**config.mk**
```make
export PLATFORM = sky130hd
export DESIGN_NAME = nba_merge_arbiter_flat
export DESIGN_NICKNAME = d
export VERILOG_FILES = /design/src/rtl/nba_merge_arbiter_if.sv /design/src/rtl/nba_merge_arbiter.sv /design/src/flat_wrapper.sv
export SDC_FILE = /design/constraint.sdc
export NUM_CORES = 2
export LEC_CHECK = 0
export ABC_CLOCK_PERIOD_IN_PS = 14000
export BUFFER_PORTS_ARGS = -buffer_cell sky130_fd_sc_hd__buf_2
export CAP_MARGIN = 20
export CORE_AREA = 2 2 471 473
export CTS_BUF_LIST = sky130_fd_sc_hd__clkbuf_8
export DETAILED_ROUTE_END_ITERATION = 16
export DIE_AREA = 0 0 473 475
export GPL_ROUTABILITY_DRIVEN = 0
export RECOVER_POWER = 50
export SYNTH_ARGS = -nofsm -noshare
export SYNTH_HDL_FRONTEND = slang
export SYNTH_SLANG_ARGS = --single-unit
```
**constraint.sdc**
```tcl
create_clock -name clk -period 14 [get_ports clk]
set_input_delay 1.4 -clock clk [delete_from_list [all_inputs] [get_ports clk]]
set_output_delay 1.4 -clock clk [all_outputs]
set_load 0.01 [all_outputs]
```
**src/rtl/nba_merge_arbiter_if.sv**
```systemverilog
// nba_merge_arbiter_if: request, bank-clear and read-port bundle of nba_merge_arbiter
interface nba_merge_arbiter_if #(
    parameter int NREQ  = 4,
    parameter int WIDTH = 128,
    parameter int DEPTH = 8
);
    localparam int AW = $clog2(DEPTH);
    logic [NREQ-1:0]       req_valid;
    logic [NREQ-1:0]       req_ready;
    logic [NREQ*AW-1:0]    req_addr;
    logic [NREQ*WIDTH-1:0] req_data;
    logic [NREQ*WIDTH-1:0] req_mask;
    logic                  clr_start;
    logic                  clr_busy;
    logic [AW-1:0]         rd_addr;
    logic [WIDTH-1:0]      rd_data;
    logic [31:0]           commit_cnt;
    modport master (
        output req_valid, req_addr, req_data, req_mask, clr_start, rd_addr,
        input  req_ready, clr_busy, rd_data, commit_cnt
    );
    modport slave (
        input  req_valid, req_addr, req_data, req_mask, clr_start, rd_addr,
        output req_ready, clr_busy, rd_data, commit_cnt
    );
endinterface

```
**src/rtl/nba_merge_arbiter.sv**
```systemverilog
// nba_merge_arbiter: merges same-address masked writes (highest index wins) into a register bank; NBA_MERGE_FWD_EN forwards commits/clears to the read port
module nba_merge_arbiter #(
    parameter int NREQ  = 4,
    parameter int WIDTH = 128,
    parameter int DEPTH = 8
) (
    input logic clk,
    input logic rst,
    nba_merge_arbiter_if.slave bus
);
    localparam int AW = $clog2(DEPTH);
    localparam int PW = $clog2(NREQ);
    typedef enum logic {IDLE, CLEAR} state_t;
    state_t           state;
    logic [WIDTH-1:0] bank [DEPTH];
    logic [PW-1:0]    rr_ptr;
    logic [PW-1:0]    lead;
    logic [PW-1:0]    j;
    logic [AW-1:0]    lead_addr;
    logic [AW-1:0]    clr_idx;
    logic [NREQ-1:0]  grant;
    logic [WIDTH-1:0] merged;
    logic [WIDTH-1:0] rd_next;
    logic [31:0]      n_grant;
    // lead is the first valid requester scanning circularly from rr_ptr
    always_comb begin
        lead = rr_ptr;
        j = '0;
        for (int k = NREQ - 1; k >= 0; k--) begin
            j = PW'((int'(rr_ptr) + k) % NREQ);
            if (bus.req_valid[j]) lead = j;
        end
    end
    // grant everyone aimed at the lead address and fold their writes in ascending index order
    always_comb begin
        lead_addr = '0;
        for (int i = 0; i < NREQ; i++)
            if (PW'(i) == lead) lead_addr = bus.req_addr[i*AW +: AW];
        grant = '0;
        merged = bank[lead_addr];
        n_grant = '0;
        for (int i = 0; i < NREQ; i++) begin
            grant[i] = !rst && state == IDLE && bus.req_valid[i] && bus.req_addr[i*AW +: AW] == lead_addr;
            if (grant[i]) begin
                merged = (merged & ~bus.req_mask[i*WIDTH +: WIDTH]) | (bus.req_data[i*WIDTH +: WIDTH] & bus.req_mask[i*WIDTH +: WIDTH]);
                n_grant = n_grant + 1;
            end
        end
    end
    assign bus.req_ready = grant;
`ifdef NBA_MERGE_FWD_EN
    assign rd_next = (state == IDLE && |grant && lead_addr == bus.rd_addr) ? merged :
                     (state == CLEAR && clr_idx == bus.rd_addr) ? '0 : bank[bus.rd_addr];
`else
    assign rd_next = bank[bus.rd_addr];
`endif
    // bank, round-robin pointer, clear sequencer, read port and commit counter
    always_ff @(posedge clk) begin
        if (rst) begin
            for (int i = 0; i < DEPTH; i++) bank[i] <= '0;
            rr_ptr         <= '0;
            state          <= IDLE;
            clr_idx        <= '0;
            bus.rd_data    <= '0;
            bus.clr_busy   <= 1'b0;
            bus.commit_cnt <= '0;
        end else begin
            bus.rd_data <= rd_next;
            if (state == IDLE) begin
                if (|grant) begin
                    bank[lead_addr] <= merged;
                    rr_ptr         <= lead == PW'(NREQ - 1) ? '0 : lead + 1'b1;
                    bus.commit_cnt <= bus.commit_cnt + n_grant;
                end
                if (bus.clr_start) begin
                    state        <= CLEAR;
                    clr_idx      <= '0;
                    bus.clr_busy <= 1'b1;
                end
            end else begin
                bank[clr_idx] <= '0;
                clr_idx       <= clr_idx + 1'b1;
                if (clr_idx == AW'(DEPTH - 1)) begin
                    state        <= IDLE;
                    bus.clr_busy <= 1'b0;
                end
            end
        end
    end
endmodule
```
**src/flat_wrapper.sv**
```systemverilog
// flat-port wrapper written by rule: the top's interface ports become plain ports
module nba_merge_arbiter_flat 
#(
    parameter int NREQ  = 4,
    parameter int WIDTH = 128,
    parameter int DEPTH = 8
)
  (clk, rst, bus_req_valid, bus_req_addr, bus_req_data, bus_req_mask, bus_clr_start, bus_rd_addr, bus_req_ready, bus_clr_busy, bus_rd_data, bus_commit_cnt);
  nba_merge_arbiter_if #(.NREQ(NREQ), .WIDTH(WIDTH), .DEPTH(DEPTH)) bus_i ();
  input logic clk;
  input logic rst;
  input wire logic [$bits(bus_i.req_valid)-1:0] bus_req_valid;
  input wire logic [$bits(bus_i.req_addr)-1:0] bus_req_addr;
  input wire logic [$bits(bus_i.req_data)-1:0] bus_req_data;
  input wire logic [$bits(bus_i.req_mask)-1:0] bus_req_mask;
  input wire logic [$bits(bus_i.clr_start)-1:0] bus_clr_start;
  input wire logic [$bits(bus_i.rd_addr)-1:0] bus_rd_addr;
  output wire logic [$bits(bus_i.req_ready)-1:0] bus_req_ready;
  output wire logic [$bits(bus_i.clr_busy)-1:0] bus_clr_busy;
  output wire logic [$bits(bus_i.rd_data)-1:0] bus_rd_data;
  output wire logic [$bits(bus_i.commit_cnt)-1:0] bus_commit_cnt;
  assign bus_i.req_valid = bus_req_valid;
  assign bus_i.req_addr = bus_req_addr;
  assign bus_i.req_data = bus_req_data;
  assign bus_i.req_mask = bus_req_mask;
  assign bus_i.clr_start = bus_clr_start;
  assign bus_i.rd_addr = bus_rd_addr;
  assign bus_req_ready = bus_i.req_ready;
  assign bus_clr_busy = bus_i.clr_busy;
  assign bus_rd_data = bus_i.rd_data;
  assign bus_commit_cnt = bus_i.commit_cnt;
  nba_merge_arbiter #(.NREQ(NREQ), .WIDTH(WIDTH), .DEPTH(DEPTH)) u_core (.clk(clk), .rst(rst), .bus(bus_i));
endmodule
```
==> results.json <==
{
  "slew_headroom": -3.285,
  "p_leak_nw": 30.10,
  "power.switching_mw": 4.024,
  "rsz0062_at_grt": "no",
  "port_buffers": 1210,
  "power.total_mw": 10.78,
  "cts_max_level": 4,
  "cts_made_buffers": 212,
  "ys_ff_latch": 1191,
  "fin_crit_sh": 0.7917,
  "dp_hpwl_mm": 215.8,
  "drt_iter0_drc": 7569,
  "track_usage": 0.2673,
  "start_util": 0.2969,
  "syn-mean-instance-area_um2": 10.62,
  "syn_inst": 6127,
  "via_per_inst": 5.713,
  "p_int_mw": 6.754,
  "outcome": "finished with violations",
  "fin_hold_ws_ps": 540.1,
  "switching_share": 0.3733,
  "grt_pass1_wl_mm": 427.0,
  "ir_drop_v": 0.00008868,
  "pwr-share-clk": 0.315,
  "pwr-share-comb": 0.291,
  "reg2regPathDepth": 13,
  "violations": "max-capacitance violations, max-slew violations",
  "clock-sinks": 1191,
  "drc": 0,
  "worstSetupStartpoint": "bus_req_valid[0]",
  "drive_gt1_frac": 0.2361,
  "ys_warn_count": 0,
  "period_needed_ps": 11080,
  "die_width_um": 473,
  "cts_resized": 0,
  "cp.required_ps": 14740,
  "io_pins": 1211,
  "routed_wl_mm": 313.7,
  "final_max_slew_viol_count": 1100,
  "coreArea_mm2": 0.2191,
  "power_density_mw_per_mm2": 138.5,
  "firstDrtPassIters": 7,
  "synth_nets": 7188,
  "crit_end": "u_core.bank[5][126]$_SDFFCE_PN0P_",
  "grt_max_degree": 152,
  "hold_buffers": 0,
  "nets": 8228,
  "rrSetupSlack_ps": 3060,
  "grt_pass1_vias": 57035,
  "routedWlPerCell_um": 30.30,
  "cts_buffer_depth": 3,
  "die_h_um": 475,
  "synth-async-reset-ratio": 0,
  "cts_tree": "built",
  "clk_latency_ps": 1010,
  "syn_area_mm2": 0.06505,
  "reg2reg_to": "u_core.bank[5][126]$_SDFFCE_PN0P_",
  "critical_path.startpoint_type": "primary input",
  "cp_data_arrival_time_ps": 11820,
  "worstMarginPinSlew_ps": 6428,
  "fmax_mhz": 90.22,
  "cap_violations": 25,
  "hold_class": "reg2reg",
  "endpoint_kind": "flop",
  "ys_types": 78,
  "skew_ps": 65.86,
  "synth_edf_count": 1024,
  "ant_nets": 0,
  "final_util": 0.3551,
  "antenna_found_initial": 119,
  "finalSetupViolCount": 0,
  "worstHoldPathCells": 2,
  "synth_seq_area_share": 0.5241,
  "postCtsSetupRepairBufs": 0,
  "p_seq_frac": 0.393,
  "reg2reg_from": "u_core.rr_ptr[1]$_SDFFE_PP0P_",
  "die-area_mm2": 0.2247,
  "path_class": "in2reg",
  "synthToLayoutAreaGrowth_pct": 19.59,
  "fin_setup_tns_ps": 0,
  "cts_root_buf": "clkbuf_8",
  "overflow": 0,
  "crit_fanout": 44,
  "ys.flop_type": "edfxtp_1",
  "clk_pin_slew_worst_paths_ps": 70,
  "vias": 59131,
  "hold_violations": 0,
  "rows": 172
}
## power groups by stage
stage	sequential (mW)	clock (mW)	combinational [mW]
5_1_grt	4.26	3.59	3.32
3_5_place_dp	4.30	0	3.13
2_1_floorplan	4.29	0	1.80
3_3_place_gp	4.29	0	3.09
4_1_cts	4.23	3.44	3.14
6_report	4.24	3.40	3.14
## critical path: stages
cell	delay (ps)
buf_2	150
inv_1	80
o22ai_1	70
a222oi_1	620
ha_1	490
nand2b_1	290
o221a_1	1820
mux2i_4	420
clkbuf_1	1760
o211a_4	510
clkbuf_1	2200
a221oi_1	780
o211ai_1	600
nand2_1	350
nor2_1	190
## metrics by stage
step,cells,worst slack (ps),instance area [µm²]
final,10351,2916,77790
after global routing,10315,2803,77700
after global placement,9821,5082,73750
after floorplan,6127,5556,65050
after CTS,10225,6128,78150
after detailed placement,9824,5074,73800
## cell families (layout without fill, tap and decap cells)
group | after synthesis | after routing | share of synthesized area
compound gates | 777 | 777 | 0.1033
xor+xnor | 34 | 34 | 0.004578
fa+ha+maj | 15 | 15 | 0.003001
buf+inv | 627 | 1854 | 0.03935
flops | 1191 | 1191 | 0.5241
mux | 552 | 552 | 0.1345
other cells | 1 | 127 | 0.00005765
simple gates | 2930 | 2930 | 0.1911
## final cells by class
cell class,instances,area (µm²)
multi-input combinational,4309,28250
clock inverter,170,1172
antenna,126,315.3
tap,2871,3592
timing repair buffer,1307,6618
sequential,1191,34090
fill,22139,141300
clock buffer,231,3179
inverter,146,573.1
## layer usage
metal	up-vias	track usage	routed length, µm
met1	29257	0.3241	115800
met2	4075	0.4224	144000
met3	737	0.07041	33270
li1	25026	-	-
met4	36	0.1682	20380
met5	-	0	240
## worst min-delay path by stage
stage                                                       from                                     end  slack (ps)
after CTS                 u_core.bus.commit_cnt[17]$_SDFFE_PP0P_  u_core.bus.commit_cnt[17]$_SDFFE_PP0P_         530
after detailed placement   u_core.bus.commit_cnt[7]$_SDFFE_PP0P_   u_core.bus.commit_cnt[7]$_SDFFE_PP0P_         510
after global routing      u_core.bus.commit_cnt[17]$_SDFFE_PP0P_  u_core.bus.commit_cnt[17]$_SDFFE_PP0P_         560
final                     u_core.bus.commit_cnt[31]$_SDFFE_PP0P_  u_core.bus.commit_cnt[31]$_SDFFE_PP0P_         540
after global placement    u_core.bus.commit_cnt[17]$_SDFFE_PP0P_  u_core.bus.commit_cnt[17]$_SDFFE_PP0P_         500
after floorplan                    u_core.rr_ptr[0]$_SDFFE_PP0P_           u_core.rr_ptr[0]$_SDFFE_PP0P_         490
## flip-flops by register name, indices dropped and copies added, names as in the netlist
signal	flops
u_core.clr_idx	3
u_core.bus.clr_busy	1
u_core.state	1
u_core.rr_ptr	2
u_core.bus.commit_cnt	32
u_core.bank	1024
u_core.bus.rd_data	128
## cells in the final DEF, fill, tap and decap left out, types with 126 or more instances in the layout
cell / synthesis / final
a32oi_1: 230 / 230
clkbuf_8: 0 / 231
nor2_1: 1090 / 1090
inv_1: 143 / 210
mux4_2: 256 / 256
clkbuf_1: 289 / 181
mux2i_1: 292 / 291
diode_2: 0 / 126
nand2_1: 961 / 961
nand3_1: 588 / 588
dfxtp_1: 167 / 167
buf_2: 107 / 1045
edfxtp_1: 1024 / 1024
## synth_stat cells (61+ instances only)
library cell,number,area [µm²]
mux2i_1,292,2923
nor2_1,1090,4091
o2111ai_1,121,1060
and2_1,81,506.7
buf_1,69,259.0
dfxtp_1,167,3343
inv_1,143,536.8
o21ai_0,82,410.4
buf_2,107,535.5
and3_1,61,381.6
a32oi_1,230,2014
o2bb2ai_2,70,1051
edfxtp_1,1024,30750
clkbuf_1,289,1085
nor3_1,87,435.4
nand3_1,588,2943
mux4_2,256,5766
a22oi_1,88,660.6
nand2_1,961,3607
Note: power is estimated with default switching activity, not from simulation.
